`src/rtl/uart_txrx.sv`:
```
// uart_txrx: full-duplex UART with an independent transmitter and receiver
// on a single clock. Frames are 8N1 by default (start 0, 8 data bits LSB
// first, stop 1), each bit lasting CLK clock cycles.
//
// Optional feature macro: UART_PARITY_EN
//   When defined, an even-parity bit follows data bit 7 (11-bit frames),
//   and the RX_PARITY_ERR output pulses when a received parity bit is wrong.
//
// Parameters:
//   CLK            clock cycles per serial bit (>= 4)
// Ports:
//   CLOCK          system clock, rising edge
//   RESET          synchronous active-high reset
//   TX_VALID       one-cycle load strobe, honoured only while TX is idle
//   TX_PARALLEL    byte to transmit
//   TX_SERIAL      serial output, idles high
//   DONE           one-cycle pulse in the last cycle of the TX stop bit
//   RX_SERIAL      asynchronous serial input, idles high
//   RX_VALID       one-cycle pulse when a good frame has been received
//   RX_PARALLEL    last good received byte, held between frames
//   RX_PARITY_ERR  (UART_PARITY_EN only) one-cycle pulse on parity mismatch
module uart_txrx #(
    parameter int unsigned CLK = 16
) (
    input  logic       CLOCK,
    input  logic       RESET,
    input  logic       TX_VALID,
    input  logic [7:0] TX_PARALLEL,
    output logic       TX_SERIAL,
    output logic       DONE,
    input  logic       RX_SERIAL,
    output logic       RX_VALID,
    output logic [7:0] RX_PARALLEL
`ifdef UART_PARITY_EN
    ,
    output logic       RX_PARITY_ERR
`endif
);

    localparam int unsigned   CW       = $clog2(CLK);
    localparam logic [CW-1:0] BIT_END  = CW'(CLK - 1);
    // Last count of the half-bit wait; START lasts (CLK-1)/2 cycles.
    localparam logic [CW-1:0] HALF_END = CW'((CLK - 1) / 2 - 1);

    typedef enum logic [2:0] {
        IDLE,
        START,
        DATA,
`ifdef UART_PARITY_EN
        PARITY,
`endif
        STOP
    } state_t;

    // ------------------------------------------------------------------
    // Transmitter
    // ------------------------------------------------------------------
    state_t        tx_state, tx_state_n;
    logic [CW-1:0] tx_cnt, tx_cnt_n;
    logic [2:0]    tx_idx, tx_idx_n;
    logic [7:0]    tx_byte, tx_byte_n;
    logic          tx_serial_n;
    logic          tx_done_n;
    logic          tx_bit_end;

    always_ff @(posedge CLOCK) begin
        if (RESET) begin
            tx_state  <= IDLE;
            tx_cnt    <= '0;
            tx_idx    <= '0;
            tx_byte   <= '0;
            TX_SERIAL <= 1'b1;
            DONE      <= 1'b0;
        end else begin
            tx_state  <= tx_state_n;
            tx_cnt    <= tx_cnt_n;
            tx_idx    <= tx_idx_n;
            tx_byte   <= tx_byte_n;
            TX_SERIAL <= tx_serial_n;
            DONE      <= tx_done_n;
        end
    end

    always_comb begin
        tx_state_n  = tx_state;
        tx_cnt_n    = tx_cnt;
        tx_idx_n    = tx_idx;
        tx_byte_n   = tx_byte;
        tx_serial_n = 1'b1;
        tx_bit_end  = (tx_cnt == BIT_END);

        if (tx_state != IDLE) begin
            tx_cnt_n = tx_bit_end ? '0 : tx_cnt + 1'b1;
        end

        case (tx_state)
            IDLE: begin
                tx_cnt_n = '0;
                if (TX_VALID) begin
                    tx_byte_n  = TX_PARALLEL;
                    tx_state_n = START;
                end
            end
            START: begin
                if (tx_bit_end) begin
                    tx_idx_n   = '0;
                    tx_state_n = DATA;
                end
            end
            DATA: begin
                if (tx_bit_end) begin
                    tx_idx_n = tx_idx + 1'b1;
                    if (tx_idx == 3'd7) begin
`ifdef UART_PARITY_EN
                        tx_state_n = PARITY;
`else
                        tx_state_n = STOP;
`endif
                    end
                end
            end
`ifdef UART_PARITY_EN
            PARITY: begin
                if (tx_bit_end) begin
                    tx_state_n = STOP;
                end
            end
`endif
            STOP: begin
                if (tx_bit_end) begin
                    tx_state_n = IDLE;
                end
            end
            default: tx_state_n = IDLE;
        endcase

        // Serial line and DONE are registered from the next-state values so
        // they line up with the state they describe without output glitches.
        case (tx_state_n)
            START:   tx_serial_n = 1'b0;
            DATA:    tx_serial_n = tx_byte_n[tx_idx_n];
`ifdef UART_PARITY_EN
            PARITY:  tx_serial_n = ^tx_byte_n;
`endif
            default: tx_serial_n = 1'b1;
        endcase

        tx_done_n = (tx_state_n == STOP) && (tx_cnt_n == BIT_END);
    end

    // ------------------------------------------------------------------
    // Receiver
    // ------------------------------------------------------------------
    logic [1:0]    rx_sync;
    logic          rx_s;
    state_t        rx_state, rx_state_n;
    logic [CW-1:0] rx_cnt, rx_cnt_n;
    logic [2:0]    rx_idx, rx_idx_n;
    logic [7:0]    rx_shift, rx_shift_n;
    logic          rx_brk, rx_brk_n;
    logic          rx_valid_n;
    logic [7:0]    rx_data_n;
    logic          rx_frame_ok;
    logic          rx_bit_end;
`ifdef UART_PARITY_EN
    logic          rx_par_ok, rx_par_ok_n;
    logic          rx_perr_n;
`endif

    always_ff @(posedge CLOCK) begin
        if (RESET) begin
            rx_sync     <= '1;
            rx_state    <= IDLE;
            rx_cnt      <= '0;
            rx_idx      <= '0;
            rx_shift    <= '0;
            rx_brk      <= 1'b0;
            RX_VALID    <= 1'b0;
            RX_PARALLEL <= '0;
`ifdef UART_PARITY_EN
            rx_par_ok     <= 1'b0;
            RX_PARITY_ERR <= 1'b0;
`endif
        end else begin
            rx_sync     <= {rx_sync[0], RX_SERIAL};
            rx_state    <= rx_state_n;
            rx_cnt      <= rx_cnt_n;
            rx_idx      <= rx_idx_n;
            rx_shift    <= rx_shift_n;
            rx_brk      <= rx_brk_n;
            RX_VALID    <= rx_valid_n;
            RX_PARALLEL <= rx_data_n;
`ifdef UART_PARITY_EN
            rx_par_ok     <= rx_par_ok_n;
            RX_PARITY_ERR <= rx_perr_n;
`endif
        end
    end

    assign rx_s = rx_sync[1];

    always_comb begin
        rx_state_n  = rx_state;
        rx_cnt_n    = rx_cnt + 1'b1;
        rx_idx_n    = rx_idx;
        rx_shift_n  = rx_shift;
        rx_brk_n    = rx_brk;
        rx_valid_n  = 1'b0;
        rx_data_n   = RX_PARALLEL;
        rx_frame_ok = rx_s;
        rx_bit_end  = (rx_cnt == BIT_END);
`ifdef UART_PARITY_EN
        rx_par_ok_n = rx_par_ok;
        rx_perr_n   = 1'b0;
        rx_frame_ok = rx_s && rx_par_ok;
`endif

        case (rx_state)
            IDLE: begin
                rx_cnt_n = '0;
                if (!rx_s) begin
                    rx_state_n = START;
                end
            end
            START: begin
                // Re-check the line at the start-bit midpoint to reject glitches.
                if (rx_cnt == HALF_END) begin
                    rx_cnt_n   = '0;
                    rx_idx_n   = '0;
                    rx_state_n = rx_s ? IDLE : DATA;
                end
            end
            DATA: begin
                if (rx_bit_end) begin
                    rx_cnt_n   = '0;
                    rx_shift_n = {rx_s, rx_shift[7:1]};
                    rx_idx_n   = rx_idx + 1'b1;
                    if (rx_idx == 3'd7) begin
`ifdef UART_PARITY_EN
                        rx_state_n = PARITY;
`else
                        rx_state_n = STOP;
`endif
                    end
                end
            end
`ifdef UART_PARITY_EN
            PARITY: begin
                if (rx_bit_end) begin
                    rx_cnt_n    = '0;
                    rx_par_ok_n = (rx_s == ^rx_shift);
                    rx_state_n  = STOP;
                end
            end
`endif
            STOP: begin
                if (rx_brk) begin
                    // Framing error seen: hold off until the line returns high
                    // so the low stop bit is not mistaken for a new start bit.
                    rx_cnt_n = '0;
                    if (rx_s) begin
                        rx_brk_n   = 1'b0;
                        rx_state_n = IDLE;
                    end
                end else if (rx_bit_end) begin
                    rx_cnt_n = '0;
`ifdef UART_PARITY_EN
                    rx_perr_n = !rx_par_ok;
`endif
                    if (rx_frame_ok) begin
                        rx_valid_n = 1'b1;
                        rx_data_n  = rx_shift;
                    end
                    if (rx_s) begin
                        rx_state_n = IDLE;
                    end else begin
                        rx_brk_n = 1'b1;
                    end
                end
            end
            default: rx_state_n = IDLE;
        endcase
    end

endmodule

```
`config.mk`:
```
export PLATFORM = sky130hd
export DESIGN_NAME = uart_txrx
export DESIGN_NICKNAME = d
export VERILOG_FILES = /design/src/rtl/uart_txrx.sv
export SDC_FILE = /design/constraint.sdc
export NUM_CORES = 1
export LEC_CHECK = 0
export ABC_AREA = 0
export BUFFER_PORTS_ARGS = -buffer_cell sky130_fd_sc_hd__buf_4
export CAP_MARGIN = 20
export CORE_ASPECT_RATIO = 1.5
export CORE_MARGIN = 2
export CORE_UTILIZATION = 45
export CTS_CLUSTER_DIAMETER = 200
export DETAILED_ROUTE_END_ITERATION = 12
export HOLD_SLACK_MARGIN = 0.08
export SLEW_MARGIN = 20
export SYNTH_ARGS = -nofsm -noshare
export SYNTH_HDL_FRONTEND = slang
export SYNTH_SLANG_ARGS = --single-unit
```
`constraint.sdc`:
```
create_clock -name CLOCK -period 3.5 [get_ports CLOCK]
set_input_delay 0.175 -clock CLOCK [delete_from_list [all_inputs] [get_ports CLOCK]]
set_output_delay 0.175 -clock CLOCK [all_outputs]
set_load 0.01 [all_outputs]
```
* Yosys cells after proc, flatten, opt, wreduce, memory -nomap -nowiden *
Cells that the tools add are included.

operators by class
  $add $sub $neg = 4
  magnitude comparators = 1
  equal/unequal tests = 20
  mux-type cells = 37
  bitwise operators = 3
  reductions and logical operators = 10

operator list
  cell                 number
  $mux 3               16
  $mux 4               6
  $pmux 3 s4           2
  $eq 3x2->1 const B   6
  $mux 8               2
  $pmux 4 s4           1
  $eq 4x4->1 const B   3
  $pmux 3 s2           2
  $eq 3x1->1 const B   3
  $add 4x1->4 const B  2
  $ne 2x2->1 const B   4
  $add 3x1->3 const B  2
  $eq 3x3->1 const B   2
  $logic_not 3->1      2
  $mux 1               5
  $reduce_and 5->1     1
  $eq 4x3->1 const B   1
  $lt 3x4->1 const B   1
  $reduce_and 4->1     1
  $reduce_or 4->1      1
  $bmux 1 s3           1
  $ne 3x3->1 const B   1
  $not 1->1            3
  $reduce_and 3->1     1
  other kinds (6)      6

storage, ports and cells
  flip-flop bits (word level) = 50
  input bits = 12
  output and inout bits = 11

* Depth between registers and ports, before layout *
Gate-level depths: netlist of run 1.

  word-level depth = 6
  mapped depth = 9
  gate-level depth less buffers = 9

* Worst setup path after synthesis of run 1 *
Ideal clock, no wire load.

  kind = reg-to-reg
  from = register tx_cnt[0]
  to = register TX_SERIAL
  setup time = 0.122 ns
  arrival = 2.120 ns
  data required time = 3.378 ns
  setup slack = 1.258 ns
  cell stages (with the launch flop) = 10
  period minus slack after synthesis = 2.242 ns
  cells stage by stage = dfxtp_1 -> ha_1 -> nand3_1 -> ha_1 -> nor4bb_1 -> a21oi_1 -> nand3_1 -> mux2i_1 -> mux2_2 -> o311a_1

between the ends
  word-level cells in the longest chain between the ends = 6

RTL lines
  element                           RTL line  text
  start, declared                   59        logic [CW-1:0] tx_cnt, tx_cnt_n;
  start signal, assigned            76        tx_cnt <= tx_cnt_n;
  $eq 4x4->1 (*)                    90        tx_bit_end = (tx_cnt == BIT_END);
  $mux 3, on equally long branches  111, 105
  $pmux 3 s2                        96        case (tx_state)
  $bmux 1 s3                        141       DATA: tx_serial_n = tx_byte_n[tx_idx_n];
  $mux 1 (not written as such)      141
  $pmux 1 s2 (*)                    139       case (tx_state_n)
  end signal, assigned              79        TX_SERIAL <= tx_serial_n;
  end, declared                     29        output logic TX_SERIAL,

Mark *: on every way between the ends. The rest lies on a longest branch, timed or not. The select of a mux whose other input is x is not followed.
A chain may end at the register's enable or synchronous reset.

* Worst setup path after layout of run 1 *
Same ends and word-level chain as after synthesis.

==> results of run 1 <==
==> power by group <==
group | switching (mW) | total (mW) | internal [mW]
Clock | 0.187 | 0.419 | 0.232
Sequential | 0.00779 | 0.575 | 0.567
Combinational | 0.0263 | 0.0521 | 0.0258
Total | 0.221 | 1.05 | 0.825
==> flip-flops by register name (all words and copies together) (netlist names) <==
signal       flops
RX_PARALLEL      8
rx_shift         8
tx_byte          8
rx_cnt           4
tx_cnt           4
rx_idx           3
tx_idx           3
tx_state         3
rx_state         2
rx_sync          2
DONE             1
RX_VALID         1
TX_SERIAL        1
rx_brk           1
==> layout by cell type, fill, tap and decap left out, drive strengths merged, types with 6 or more instances in the layout <==
cell and count:
dfxtp 49, nor2 33, nand2 29, buf 22, mux2i 19, a21oi 13, nand3 8, ha 8
inv 7, clkbuf 6
==> worst max-delay path: stages (launching register included) <==
cell	delay, ns
sky130_fd_sc_hd__dfxtp_1	0.37
sky130_fd_sc_hd__ha_1	0.25
sky130_fd_sc_hd__nand3_1	0.14
sky130_fd_sc_hd__ha_1	0.29
sky130_fd_sc_hd__nor4bb_1	0.14
sky130_fd_sc_hd__a21oi_1	0.17
sky130_fd_sc_hd__nand3_1	0.23
sky130_fd_sc_hd__mux2i_1	0.18
sky130_fd_sc_hd__mux2_2	0.27
sky130_fd_sc_hd__o311a_1	0.32
==> per-stage QoR <==
stage,total power [mW],worst slack (ns)
global placement,0.640,1.12
global route,1.09,0.859
finish,1.05,1.04
floorplan,0.623,1.26
CTS,1.06,1.03
detailed placement,0.641,1.04
==> cells by family (layout without fill, tap and decap cells) <==
logic type	count (synthesis)	in the layout
AND/OR/NAND/NOR	98	98
flip-flops	49	49
AO/OA/AOI/OAI	30	30
multiplexers	21	21
buffers and inverters	16	38
adder cells (fa/ha/maj)	8	8
XOR/XNOR	5	5
other	1	1
==> routing by layer <==
metal / vias to the layer above / wire (um) / part of all wire (%)
met1: 734 / 1510 / 42
met2: 24 / 1920 / 53
met5: - / 0 / 0
met3: 8 / 117 / 3.2
li1: 816 / - / -
met4: 0 / 90 / 2.5
==> final cells by class <==
class	instances	area, um^2
Sequential cell	49	981
Clock buffer	6	82.6
Fill cell	443	2120
Timing Repair Buffer	23	175
Tap cell	48	60.1
Multi-Input combinational cell	163	1020
Inverter	7	26.3
Clock inverter	2	37.5
==> how the worst max path moves through the flow <==
| stage | end | from | depth (start not counted) |
|---|---|---|---|
| final | TX_SERIAL$_SDFF_PP1_ | tx_cnt[0]$_SDFF_PP0_ | 9 |
| after global routing | TX_SERIAL$_SDFF_PP1_ | tx_cnt[0]$_SDFF_PP0_ | 9 |
| after CTS | TX_SERIAL$_SDFF_PP1_ | tx_cnt[0]$_SDFF_PP0_ | 9 |
| after detailed placement | TX_SERIAL$_SDFF_PP1_ | tx_cnt[0]$_SDFF_PP0_ | 9 |
| after global placement | TX_SERIAL$_SDFF_PP1_ | tx_cnt[0]$_SDFF_PP0_ | 9 |
| after floorplan | TX_SERIAL$_SDFF_PP1_ | tx_cnt[0]$_SDFF_PP0_ | 9 |
==> qor.csv, run 1 <==
stage,metric,value,unit
floorplanning,die-width,59.5,um
drt,wl,3640,um
yosys,synth.ff_latch_count,49,
drt,drt_pre_antenna_iters,4,
critical_path,worstReg2RegEnd,TX_SERIAL$_SDFF_PP1_,
timing,fin_skew,0.00765,ns
global_route,groute.layer.met2.usage,28.3,%
floorplanning,io-pin-count,23,
worst_hold_path,hp-start,TX_PARALLEL[2],
global_route,wire_length_of_the_first_global_routing_pass,6240,um
timing,setup-tns-final,0,ns
floorplanning,initial_core_util,46.2,%
timing,setup_repair_after_global_routing_missed_its_margin,no,
drt,first_iter_violations,46,
clock_tree,cts-buffers-inserted,5,
yosys,synth_edf_count,0,
yosys,yosys-mux-area-fraction,10.2,%
yosys,synth.avg_cell_area,9.12,um^2
yosys,synth_fa_ha_area_share,4.81,%
timing,slew_viol_final,0,
yosys,synthArstFlopShare,0,%
timing,final-setup-viol-count,0,
placement,finalWeightedCongestion,0.811,
yosys,synth.top_cells.by_area,"sky130_fd_sc_hd__dfxtp_1 47%, sky130_fd_sc_hd__mux2i_1 9.1%, sky130_fd_sc_hd__nor2_1 6.0%",
pwr,vdd_drop_max,0.230,mV
yosys,syn_inst,228,
critical_path,reg2regPathDepth,9,
timing,min_period_over_period,70.3,%
yosys,ys_warn_count,0,
placement,dp_hpwl,2590,um
pwr,p_per_area,438,nW/um^2
yosys,yosysTopAreaCellShare,47.2,%
drt,drt.antenna.violating_nets,0,
yosys,syn_nets,248,
clock_tree,clk_path_buf_depth,2,
critical_path,cp-end-kind,register,
global_route,largest_net_degree_at_the_start_of_global_routing,41,
floorplanning,design.die.area,5190,um^2
yosys,post-synth-top-count-cell,sky130_fd_sc_hd__dfxtp_1,
global_route,gr-total-overflow,0,
placement,port-buffer-count,22,
pwr,p_leak,0.985,nW
yosys,post_synth_num_cell_types,39,
drt,total_number_of_vias,1582,
outcome,run_status,"complete, no violations",
yosys,synth.cell_area,2080,um^2
floorplanning,die_height,87.3,um
floorplanning,num_rows,30,
yosys,post_synth_xor_area_fraction,2.11,%
clock_tree,clk-insertion-delay-late,0.30,ns
critical_path,timing.critical_path.from_type,register,
critical_path,worstPathArrival,2.66,ns
critical_path,critical_path.reg2reg.startpoint,tx_cnt[0]$_SDFF_PP0_,
clock_tree,cts_setup_buffers,0,
timing,timing_hold_violations_final,0,
clock_tree,numClockSinks,49,
timing,max_freq,0.406,GHz
drt,vias_per_cell,5.31,
clock_tree,holdBufCountCts,1,
global_route,globalRoute.busiestLayer,met2,
timing,worst-slew-pin-transition,0.814,ns
global_route,globalRouteMet3Util,3.27,%
run,maxCapViolations,0,
placement,dp_cells,289,
yosys,synthSimpleGateAreaFrac,22.6,%
worst_hold_path,hold-path-endpoint,tx_byte[2]$_SDFF_PP0_,
clock_tree,clkTransAtPathRegs,0.09,ns
yosys,synth-compound-area-share,9.27,%
finish,syn2layout_area_growth,14.7,%
global_route,vias_in_the_first_global_route,1485,
clock_tree,number_of_resized_instances_in_the_post_cts_repair_step,0,
placement,place_area,2260,um^2
timing,relSlewSlack,45.4,%
drt,post_drt_wl_per_cell,12.2,um
global_route,grt.total_usage,15.8,%
drt,drcViolationCount,0,
finish,finish.instance_area,2390,um^2
clock_tree,clock_tree.root_cell,sky130_fd_sc_hd__clkbuf_8,
floorplanning,core,4500,um^2
timing,final.hold.worst_slack,0.124,ns
timing,final_critical_period,2.46,ns
critical_path,worstPathRequired,3.70,ns
clock_tree,tritoncts_clock_tree,built,
worst_hold_path,hold_class,in2reg,
yosys,synth_largest_area_cell,sky130_fd_sc_hd__dfxtp_1,
finish,fraction_of_layout_instances_using_a_drive_strength_above_1,15.2,%
worst_hold_path,hold_path_depth,3,
critical_path,r2r_setup_slack,1.04,ns
finish,antenna-diode-count,0,
finish,post_route_utilization,53.0,%
yosys,synth_sequential_area_ratio,47.2,%
yosys,synth_flop_cell,sky130_fd_sc_hd__dfxtp_1,
global_route,grt_antenna_before_repair,0,
finish,num-nets-final,269,
global_route,globalRouteMet1Util,16.5,%
yosys,main_combinational_cell_family_by_area_after_synthesis,simple AND/OR/NAND/NOR gates,
yosys,synth_top_cells_by_count,"49 x sky130_fd_sc_hd__dfxtp_1, 33 x sky130_fd_sc_hd__nor2_1, 29 x sky130_fd_sc_hd__nand2_1, 19 x sky130_fd_sc_hd__mux2i_1, 13 x sky130_fd_sc_hd__a21oi_1",
finish,final_cell_count_no_fill,298,
clock_tree,number_of_levels_the_h_tree_was_split_into,2,
critical_path,worst-setup-path-type,reg2reg,
critical_path,timing.critical_path.fanout_max,5,
No activity file was read; power rests on OpenSTA's default activity.
==> run 2: changes to the inputs <==
--- a/config.mk
+++ b/config.mk
@@ -5,7 +5,7 @@
 export SDC_FILE = /design/constraint.sdc
 export NUM_CORES = 1
 export LEC_CHECK = 0
-export ABC_AREA = 0
+export ABC_AREA = 1
 export BUFFER_PORTS_ARGS = -buffer_cell sky130_fd_sc_hd__buf_4
 export CAP_MARGIN = 20
 export CORE_ASPECT_RATIO = 1.5
@@ -14,6 +14,7 @@
 export CTS_CLUSTER_DIAMETER = 200
 export DETAILED_ROUTE_END_ITERATION = 12
 export HOLD_SLACK_MARGIN = 0.08
+export PLACE_DENSITY = 0.66
 export SLEW_MARGIN = 20
 export SYNTH_ARGS = -nofsm -noshare
 export SYNTH_HDL_FRONTEND = slang
==> constraint.sdc (replaced) <==
create_clock -name CLOCK -period 2.2 [get_ports CLOCK]
set_input_delay 0.11 -clock CLOCK [delete_from_list [all_inputs] [get_ports CLOCK]]
set_output_delay 0.11 -clock CLOCK [all_outputs]
set_load 0.01 [all_outputs]
==> run 2 against run 1 <==
  * Sequential power rose by 61%
  * Combinational power rose to 2.7 times the previous value
  * Non-clock buffer count rose by 5
  * Power rose by 62%
  * Register-to-register slack got worse by 0.82 ns
  * Largest power group unchanged
  * Worst setup slack got worse by 0.82 ns
  * Area after synthesis rose by 4.1%
  * Synthesized cell count rose by 23%
  * Via count rose by 15%
  * Largest cell class unchanged
  * Flip-flop and latch count did not move
  * Critical endpoint unchanged
  * First-iteration DRC count rose by 57%
  * Critical path depth rose by 3
==> qor.csv, run 2 <==
stage,metric,value,unit,change
critical_path,slowest_stage,sky130_fd_sc_hd__dfxtp_1,,
critical_path,timing.critical_path.from_type,register,,
yosys,synth.avg_cell_area,7.70,um^2,-16%
clock_tree,holdBufCountCts,4,,+3
pwr,vdd_drop_max,0.323,mV,+40%
critical_path,cp-end-kind,register,,
floorplanning,initial_core_util,47.3,%,+1.1 points
yosys,post_synth_xor_area_fraction,1.62,%,-0.49 points
floorplanning,num_rows,30,,unchanged
clock_tree,clk-insertion-delay-late,0.29,ns,about the same
global_route,wire_length_of_the_first_global_routing_pass,7250,um,+16%
run,maxCapViolations,0,,unchanged
drt,drt.antenna.violating_nets,0,,unchanged
critical_path,worstPathRequired,2.36,ns,-1.34 ns
yosys,synth.ff_latch_count,49,,unchanged
drt,post_drt_wl_per_cell,11.3,um,-7.1%
finish,layout_commonest_cell,sky130_fd_sc_hd__nor2_1,,
drt,drcViolationCount,0,,unchanged
critical_path,critical-path-top-delay-family,simple AND/OR/NAND/NOR gates,,
pwr,p_per_area,668,nW/um^2,+52%
finish,layout_top_registers,"RX_PARALLEL: 8 flops, rx_shift: 8 flops, tx_byte: 8 flops",,
yosys,main_combinational_cell_family_by_area_after_synthesis,simple AND/OR/NAND/NOR gates,,
yosys,yosys-mux-area-fraction,0,%,-10 points
critical_path,r2r_setup_slack,0.22,ns,-0.82 ns
yosys,synthArstFlopShare,0,%,unchanged
yosys,synth.cell_area,2160,um^2,+4.1%
clock_tree,tritoncts_clock_tree,built,,
yosys,synth_top_cells_by_count,"53 x sky130_fd_sc_hd__nor2_1, 49 x sky130_fd_sc_hd__dfxtp_1, 34 x sky130_fd_sc_hd__nand2_1, 32 x sky130_fd_sc_hd__inv_1, 24 x sky130_fd_sc_hd__o21ai_0",,
pwr,p_leak,1.20,nW,+22%
finish,most-common-layout-cells,"53 x sky130_fd_sc_hd__nor2_1, 49 x sky130_fd_sc_hd__dfxtp_1, 34 x sky130_fd_sc_hd__nand2_1",,
worst_hold_path,hold_path_depth,5,,+2
drt,wl,4230,um,+16%
yosys,synth-compound-area-share,11.2,%,+1.9 points
yosys,post-synth-top-count-cell,sky130_fd_sc_hd__nor2_1,,
placement,finalWeightedCongestion,0.803,,-0.99%
global_route,vias_in_the_first_global_route,1708,,+15%
drt,drt_pre_antenna_iters,4,,unchanged
finish,final_cell_count_no_fill,373,,+25%
yosys,ys_warn_count,0,,unchanged
drt,total_number_of_vias,1824,,+15%
pwr,net-switching-power,393,uW,+78%
finish,num-nets-final,329,,+22%
worst_hold_path,hold-path-endpoint,tx_byte[6]$_SDFF_PP0_,,
yosys,syn_inst,281,,+23%
finish,fraction_of_layout_instances_using_a_drive_strength_above_1,16.5,%,+1.3 points
critical_path,cp_cell_sequence,"ha_1, nand3_2, ha_1, inv_1, nand4_1, nand2_1, inv_1, nand3_1, nand3_1, nand3_1, nand3_1, nand3_1",,
yosys,synth.top_cells.by_area,"sky130_fd_sc_hd__dfxtp_1 45%, sky130_fd_sc_hd__nor2_1 9.2%, sky130_fd_sc_hd__nand2_1 5.9%",,
finish,syn2layout_area_growth,17.1,%,
worst_hold_path,hp-start,TX_PARALLEL[6],,
global_route,gr-total-overflow,0,,unchanged
clock_tree,clkTransAtPathRegs,0.09,ns,about the same
clock_tree,clock_tree.root_cell,sky130_fd_sc_hd__clkbuf_8,,
critical_path,worst-setup-path-type,reg2reg,,
timing,final_critical_period,1.98,ns,-0.484 ns
drt,vias_per_cell,4.89,,-7.9%
timing,setup-tns-final,0,ns,unchanged
drt,first_iter_violations,72,,+57%
critical_path,cpMostUsedCell,sky130_fd_sc_hd__nand3_1,,
critical_path,crit_buf_inv,2,,+2
timing,min_period_over_period,89.9,%,+20 points
timing,fin_skew,0.00313,ns,-0.00453 ns
timing,final-setup-viol-count,0,,unchanged
critical_path,timing.critical_path.fanout_max,9,,+4
timing,slew_viol_final,0,,unchanged
clock_tree,numClockSinks,49,,unchanged
clock_tree,cts-buffers-inserted,5,,unchanged
placement,dp_hpwl,3040,um,+17%
pwr,power_frac_comb,8.4,%,+3.4 points
placement,port-buffer-count,22,,unchanged
placement,dp_cells,362,,+25%
global_route,grt_antenna_before_repair,0,,unchanged
clock_tree,cts_setup_buffers,0,,unchanged
yosys,synth_edf_count,0,,unchanged
finish,filler_cell_count,465,,+5.0%
floorplanning,die_height,88.9,um,+1.9%
clock_tree,number_of_resized_instances_in_the_post_cts_repair_step,0,,unchanged
placement,post_placement_setup_slack,0.253,ns,-0.787 ns
yosys,synth_flop_cell,sky130_fd_sc_hd__dfxtp_1,,
floorplanning,design.die.area,5390,um^2,+3.9%
yosys,yosysTopAreaCellShare,45.3,%,-1.9 points
yosys,synth_sequential_area_ratio,45.3,%,-1.9 points
pwr,clock_power_share,36.7,%,-3.4 points
timing,timing_hold_violations_final,0,,unchanged
yosys,synth_fa_ha_area_share,4.62,%,-0.19 points
clock_tree,clk_path_buf_depth,2,,unchanged
critical_path,critical_path.reg2reg.startpoint,tx_cnt[0]$_SDFF_PP0_,,
finish,seq_area,981,um^2,unchanged
finish,multi_input_area,1020,um^2,-0.61%
timing,worst-slew-pin-transition,0.581,ns,-0.233 ns
global_route,grt.total_usage,17.7,%,+1.9 points
floorplanning,io-pin-count,23,,unchanged
outcome,run_status,"complete, no violations",,
pwr,power,1.69,mW,+62%
timing,final_critical_path_setup_slack,0.222,ns,-0.816 ns
pwr,seq_power_share,54.9,%,about the same
yosys,post_synth_num_cell_types,31,,-21%
timing,max_freq,0.506,GHz,+24%
worst_hold_path,hold_class,in2reg,,
clock_tree,number_of_levels_the_h_tree_was_split_into,2,,unchanged
pwr,power.switching_fraction,23.2,%,+2.1 points
critical_path,reg2regPathDepth,12,,+3
critical_path,worstPathArrival,2.14,ns,-0.52 ns
yosys,synth_largest_area_cell,sky130_fd_sc_hd__dfxtp_1,,
critical_path,worstReg2RegEnd,TX_SERIAL$_SDFF_PP1_,,
floorplanning,core,4580,um^2,+1.7%
timing,relSlewSlack,61.2,%,+16 points
floorplanning,die-width,60.6,um,+1.9%
global_route,largest_net_degree_at_the_start_of_global_routing,27,,-34%
critical_path,critical_path.max_stage_delay,0.38,ns,about the same
timing,setup_repair_after_global_routing_missed_its_margin,no,,
yosys,syn_nets,301,,+21%
yosys,synthSimpleGateAreaFrac,29.4,%,+6.8 points
finish,antenna-diode-count,0,,unchanged
pwr,internal-power,1.30,mW,+57%
run 2: metrics by stage:
stage	utilization (%)	hold WS (ns)	area (um^2)
2_1_floorplan	-	0.214	2160
3_3_place_gp	52.2	0.309	2390
3_5_place_dp	52.2	0.309	2390
4_1_cts	55.3	0.164	2530
5_1_grt	55.3	0.179	2530
6_report	55.3	0.164	2530
run 2: kinds of logic after synthesis:
family                   count (synthesis)
flip-flops                              49
AND/OR/NAND/NOR                        134
AO/OA/AOI/OAI                           43
adder cells (fa/ha/maj)                  8
XOR/XNOR                                 4
buffers and inverters                   42
other                                    1
run 2: worst min-delay path, stage by stage:
cell                      delay [ns]
sky130_fd_sc_hd__buf_4          0.07
sky130_fd_sc_hd__inv_1          0.03
sky130_fd_sc_hd__nand4_1        0.07
sky130_fd_sc_hd__nand2_1        0.07
sky130_fd_sc_hd__nor2_1         0.08
run 2: how the worst max path moves through the flow:
stage | from | end | slack, ns | depth (start not counted)
after global routing | tx_cnt[0]$_SDFF_PP0_ | TX_SERIAL$_SDFF_PP1_ | 0.008 | 11
final | tx_cnt[0]$_SDFF_PP0_ | TX_SERIAL$_SDFF_PP1_ | 0.22 | 12
after global placement | tx_cnt[0]$_SDFF_PP0_ | TX_SERIAL$_SDFF_PP1_ | 0.35 | 11
after CTS | tx_cnt[0]$_SDFF_PP0_ | TX_SERIAL$_SDFF_PP1_ | 0.24 | 12
after detailed placement | tx_cnt[0]$_SDFF_PP0_ | TX_SERIAL$_SDFF_PP1_ | 0.25 | 12
after floorplan | tx_cnt[0]$_SDFF_PP0_ | TX_SERIAL$_SDFF_PP1_ | 0.47 | 11
run 2: layout make-up:
type	instances	area share, %
sequential	49	38.7
clock inverter	2	1.38
clock buffer	5	2.72
multi-input combinational	190	40.1
timing repair buffer	28	8.69
inverter	35	5.19
tap	64	3.16
run 2: per-layer routing:
layer,global-route usage [%],wire length (um),share of wire (%),vias up
met1,19.4,1750,41,819
met5,0,0,0,-
met2,31.7,2210,52,33
met3,4.05,151,3.6,9
li1,-,-,-,963
met4,8.10,119,2.8,0
run 2: power groups by stage:
stage,clock (mW),sequential (mW),combinational [mW]
6_report,0.622,0.928,0.142
3_3_place_gp,0,0.948,0.136
5_1_grt,0.673,0.933,0.163
4_1_cts,0.638,0.928,0.144
2_1_floorplan,0,0.945,0.0998
3_5_place_dp,0,0.949,0.138
==> run 3: changes to the inputs <==
--- a/config.mk
+++ b/config.mk
@@ -5,7 +5,6 @@
 export SDC_FILE = /design/constraint.sdc
 export NUM_CORES = 1
 export LEC_CHECK = 0
-export ABC_AREA = 1
 export BUFFER_PORTS_ARGS = -buffer_cell sky130_fd_sc_hd__buf_4
 export CAP_MARGIN = 20
 export CORE_ASPECT_RATIO = 1.5
==> run 3 against run 2 <==
  * Combinational power decreased by 22%
  * Clock skew increased by 0.0022 ns
  * Worst setup slack worse by 0.10 ns
  * Design area increased by 2.2%
  * Fmax down 5.0%
  * First-iteration DRC count is 44% lower
  * Register-to-register slack got worse by 0.10 ns
  * Worst hold slack improved by 0.036 ns
  * Critical path depth shrank 3
  * Largest cell class unchanged
==> qor.csv, run 3 (synthesized netlist as in run 1, its figures left out) <==
stage,metric,value,unit,change
floorplanning,die-width,59.5,um,-1.9%
clock_tree,clk-insertion-delay-late,0.30,ns,about the same
pwr,vdd_drop_max,0.517,mV,+60%
clock_tree,clk_path_buf_depth,2,,unchanged
timing,final-setup-viol-count,0,,unchanged
clock_tree,cts-buffers-inserted,5,,unchanged
drt,wl,3980,um,-6.0%
critical_path,cpMostUsedCell,sky130_fd_sc_hd__ha_4,,
clock_tree,clkTransAtPathRegs,0.08,ns,about the same
pwr,p_per_area,596,nW/um^2,-11%
timing,fin_skew,0.00534,ns,+0.00221 ns
critical_path,timing.critical_path.fanout_max,4,,-5
drt,total_number_of_vias,1674,,-8.2%
floorplanning,design.die.area,5190,um^2,-3.7%
finish,antenna-diode-count,0,,unchanged
timing,final_critical_period,2.08,ns,+0.105 ns
floorplanning,io-pin-count,23,,unchanged
finish,finish.instance_area,2590,um^2,+2.2%
floorplanning,initial_core_util,46.2,%,-1.1 points
pwr,p_leak,1.07,nW,-11%
worst_hold_path,hold_class,in2reg,,
clock_tree,tritoncts_clock_tree,built,,
critical_path,critical_path.max_stage_delay,0.36,ns,-0.02 ns
floorplanning,core,4500,um^2,-1.6%
placement,dp_cells,300,,-17%
drt,first_iter_violations,40,,-44%
worst_hold_path,hold_path_depth,4,,-1
timing,timing_hold_violations_final,0,,unchanged
global_route,grt.total_usage,17.2,%,-0.58 points
timing,max_freq,0.480,GHz,-5.0%
placement,dp_hpwl,2740,um,-9.9%
worst_hold_path,hold-path-endpoint,tx_state[0]$_SDFF_PP0_,,
critical_path,worstReg2RegEnd,TX_SERIAL$_SDFF_PP1_,,
finish,final_cell_count_no_fill,318,,-15%
placement,post_placement_setup_slack,-0.0555,ns,-0.309 ns
pwr,net-switching-power,362,uW,-7.8%
timing,final_critical_path_setup_slack,0.117,ns,-0.105 ns
drt,drt_pre_antenna_iters,4,,unchanged
drt,vias_per_cell,5.26,,+7.6%
timing,min_period_over_period,94.7,%,+4.8 points
finish,layout_top_registers,"RX_PARALLEL: 8 flops, rx_shift: 8 flops, tx_byte: 8 flops",,
floorplanning,num_rows,30,,unchanged
critical_path,cp_cell_sequence,"ha_4, nand3_4, ha_4, nor4bb_4, a21oi_2, nand3_2, mux2i_1, mux2_4, o311a_1",,
finish,most-common-layout-cells,"47 x sky130_fd_sc_hd__dfxtp_1, 34 x sky130_fd_sc_hd__buf_4, 33 x sky130_fd_sc_hd__nor2_1",,
clock_tree,number_of_levels_the_h_tree_was_split_into,2,,unchanged
critical_path,worstPathRequired,2.39,ns,+0.03 ns
global_route,wire_length_of_the_first_global_routing_pass,6800,um,-6.2%
finish,post_route_utilization,57.5,%,+2.2 points
global_route,grt_antenna_before_repair,0,,unchanged
critical_path,timing.critical_path.from_type,register,,
placement,port-buffer-count,22,,unchanged
global_route,vias_in_the_first_global_route,1612,,-5.6%
critical_path,worst-setup-path-type,reg2reg,,
critical_path,cp-end-kind,register,,
critical_path,critical_path.reg2reg.startpoint,tx_cnt[0]$_SDFF_PP0_,,
clock_tree,clock_tree.root_cell,sky130_fd_sc_hd__clkbuf_8,,
floorplanning,die_height,87.3,um,-1.9%
pwr,seq_power_share,59.1,%,+4.2 points
placement,place_area,2350,um^2,-1.8%
drt,post_drt_wl_per_cell,12.5,um,+10%
pwr,power.switching_fraction,23.5,%,+0.24 points
critical_path,worstPathArrival,2.28,ns,+0.14 ns
run,maxCapViolations,0,,unchanged
pwr,internal-power,1.18,mW,-9.1%
worst_hold_path,hp-start,TX_VALID,,
placement,finalWeightedCongestion,0.787,,-2.0%
global_route,largest_net_degree_at_the_start_of_global_routing,41,,+52%
global_route,gr-total-overflow,0,,unchanged
timing,slew_viol_final,0,,unchanged
critical_path,r2r_setup_slack,0.12,ns,-0.10 ns
drt,drcViolationCount,0,,unchanged
pwr,power,1.54,mW,-8.8%
finish,fraction_of_layout_instances_using_a_drive_strength_above_1,21.5,%,+5.0 points
pwr,power_frac_comb,7.2,%,-1.2 points
critical_path,reg2regPathDepth,9,,-3
timing,setup_repair_after_global_routing_missed_its_margin,no,,
clock_tree,numClockSinks,49,,unchanged
finish,syn2layout_area_growth,24.5,%,
finish,layout_commonest_cell,sky130_fd_sc_hd__dfxtp_1,,
drt,drt.antenna.violating_nets,0,,unchanged
outcome,run_status,"complete, no violations",,
finish,num-nets-final,289,,-12%
pwr,clock_power_share,33.7,%,-3.0 points
critical_path,slowest_stage,sky130_fd_sc_hd__dfxtp_2,,
==> run 3: cell count changes in the layout (fill, tap and decap cells not counted), sizes merged, moves of 8 or more <==
cell | before | now
inv | 35 | 7
o21ai | 27 | 4
nor2 | 54 | 33
mux2i | 0 | 19
nand3 | 22 | 8
buf | 24 | 34
nor3 | 11 | 3
==> run 3: worst max path at each step <==
stage / startpoint / end / slack [ns] / cells past startpoint
after global routing: tx_cnt[0]$_SDFF_PP0_ / TX_SERIAL$_SDFF_PP1_ / 0.01 / 9
final: tx_cnt[0]$_SDFF_PP0_ / TX_SERIAL$_SDFF_PP1_ / 0.12 / 9
after global placement: tx_cnt[0]$_SDFF_PP0_ / TX_SERIAL$_SDFF_PP1_ / 0.007 / 9
after detailed placement: tx_cnt[0]$_SDFF_PP0_ / TX_SERIAL$_SDFF_PP1_ / -0.06 / 9
after CTS: tx_cnt[0]$_SDFF_PP0_ / TX_SERIAL$_SDFF_PP1_ / 0.02 / 9
after floorplan: tx_cnt[0]$_SDFF_PP0_ / TX_SERIAL$_SDFF_PP1_ / 0.0006 / 9
==> run 3: routing by layer <==
metal,GRT usage [%],routed length (um),vias up
met5,0,0,-
met4,9.09,101,0
met3,3.71,95,8
met2,31.4,2110,20
met1,17.5,1670,786
li1,-,-,860
==> run 3: power groups by stage <==
stage	Clock (mW)	Sequential [mW]	Combinational, mW
2_1_floorplan	0	0.930	0.0615
3_3_place_gp	0	0.931	0.0928
3_5_place_dp	0	0.931	0.0943
4_1_cts	0.545	0.912	0.109
5_1_grt	0.577	0.915	0.125
6_report	0.520	0.912	0.111
==> run 3: repair_timing <==
action	in CTS	in global routing
setup buffers	1	0
setup endpoints to repair	1	1
endpoints found under the hold margin	9	0
pin swaps	1	2
gates cloned	0	0
gates resized for setup	4	6
hold buffers	9	0
==> run 3: area by class of cell <==
| cell class | instances | area (um^2) |
|---|---|---|
| Clock buffer | 5 | 68.8 |
| Timing Repair Buffer | 43 | 345 |
| Inverter | 7 | 26.3 |
| Clock inverter | 3 | 17.5 |
| Sequential cell | 49 | 983 |
| Tap cell | 48 | 60.1 |
| Fill cell | 410 | 1910 |
| Multi-Input combinational cell | 163 | 1090 |
==> run 3: through the flow <==
step | hold WS [ns] | setup TNS, ns
6_report | 0.200 | 0
3_3_place_gp | 0.295 | 0
3_5_place_dp | 0.299 | -0.0555
2_1_floorplan | 0.205 | 0
5_1_grt | 0.229 | 0
4_1_cts | 0.204 | 0
==> run 3: worst max-delay path: cells and delay by family, from the launching register on <==
| family | cells | cell delay, ns |
|---|---|---|
| and+or+nand+nor | 3 | 0.36 |
| adders and majority gates | 2 | 0.36 |
| AOI/OAI and AO/OA | 2 | 0.46 |
| muxes | 2 | 0.42 |
| DFF | 1 | 0.36 |
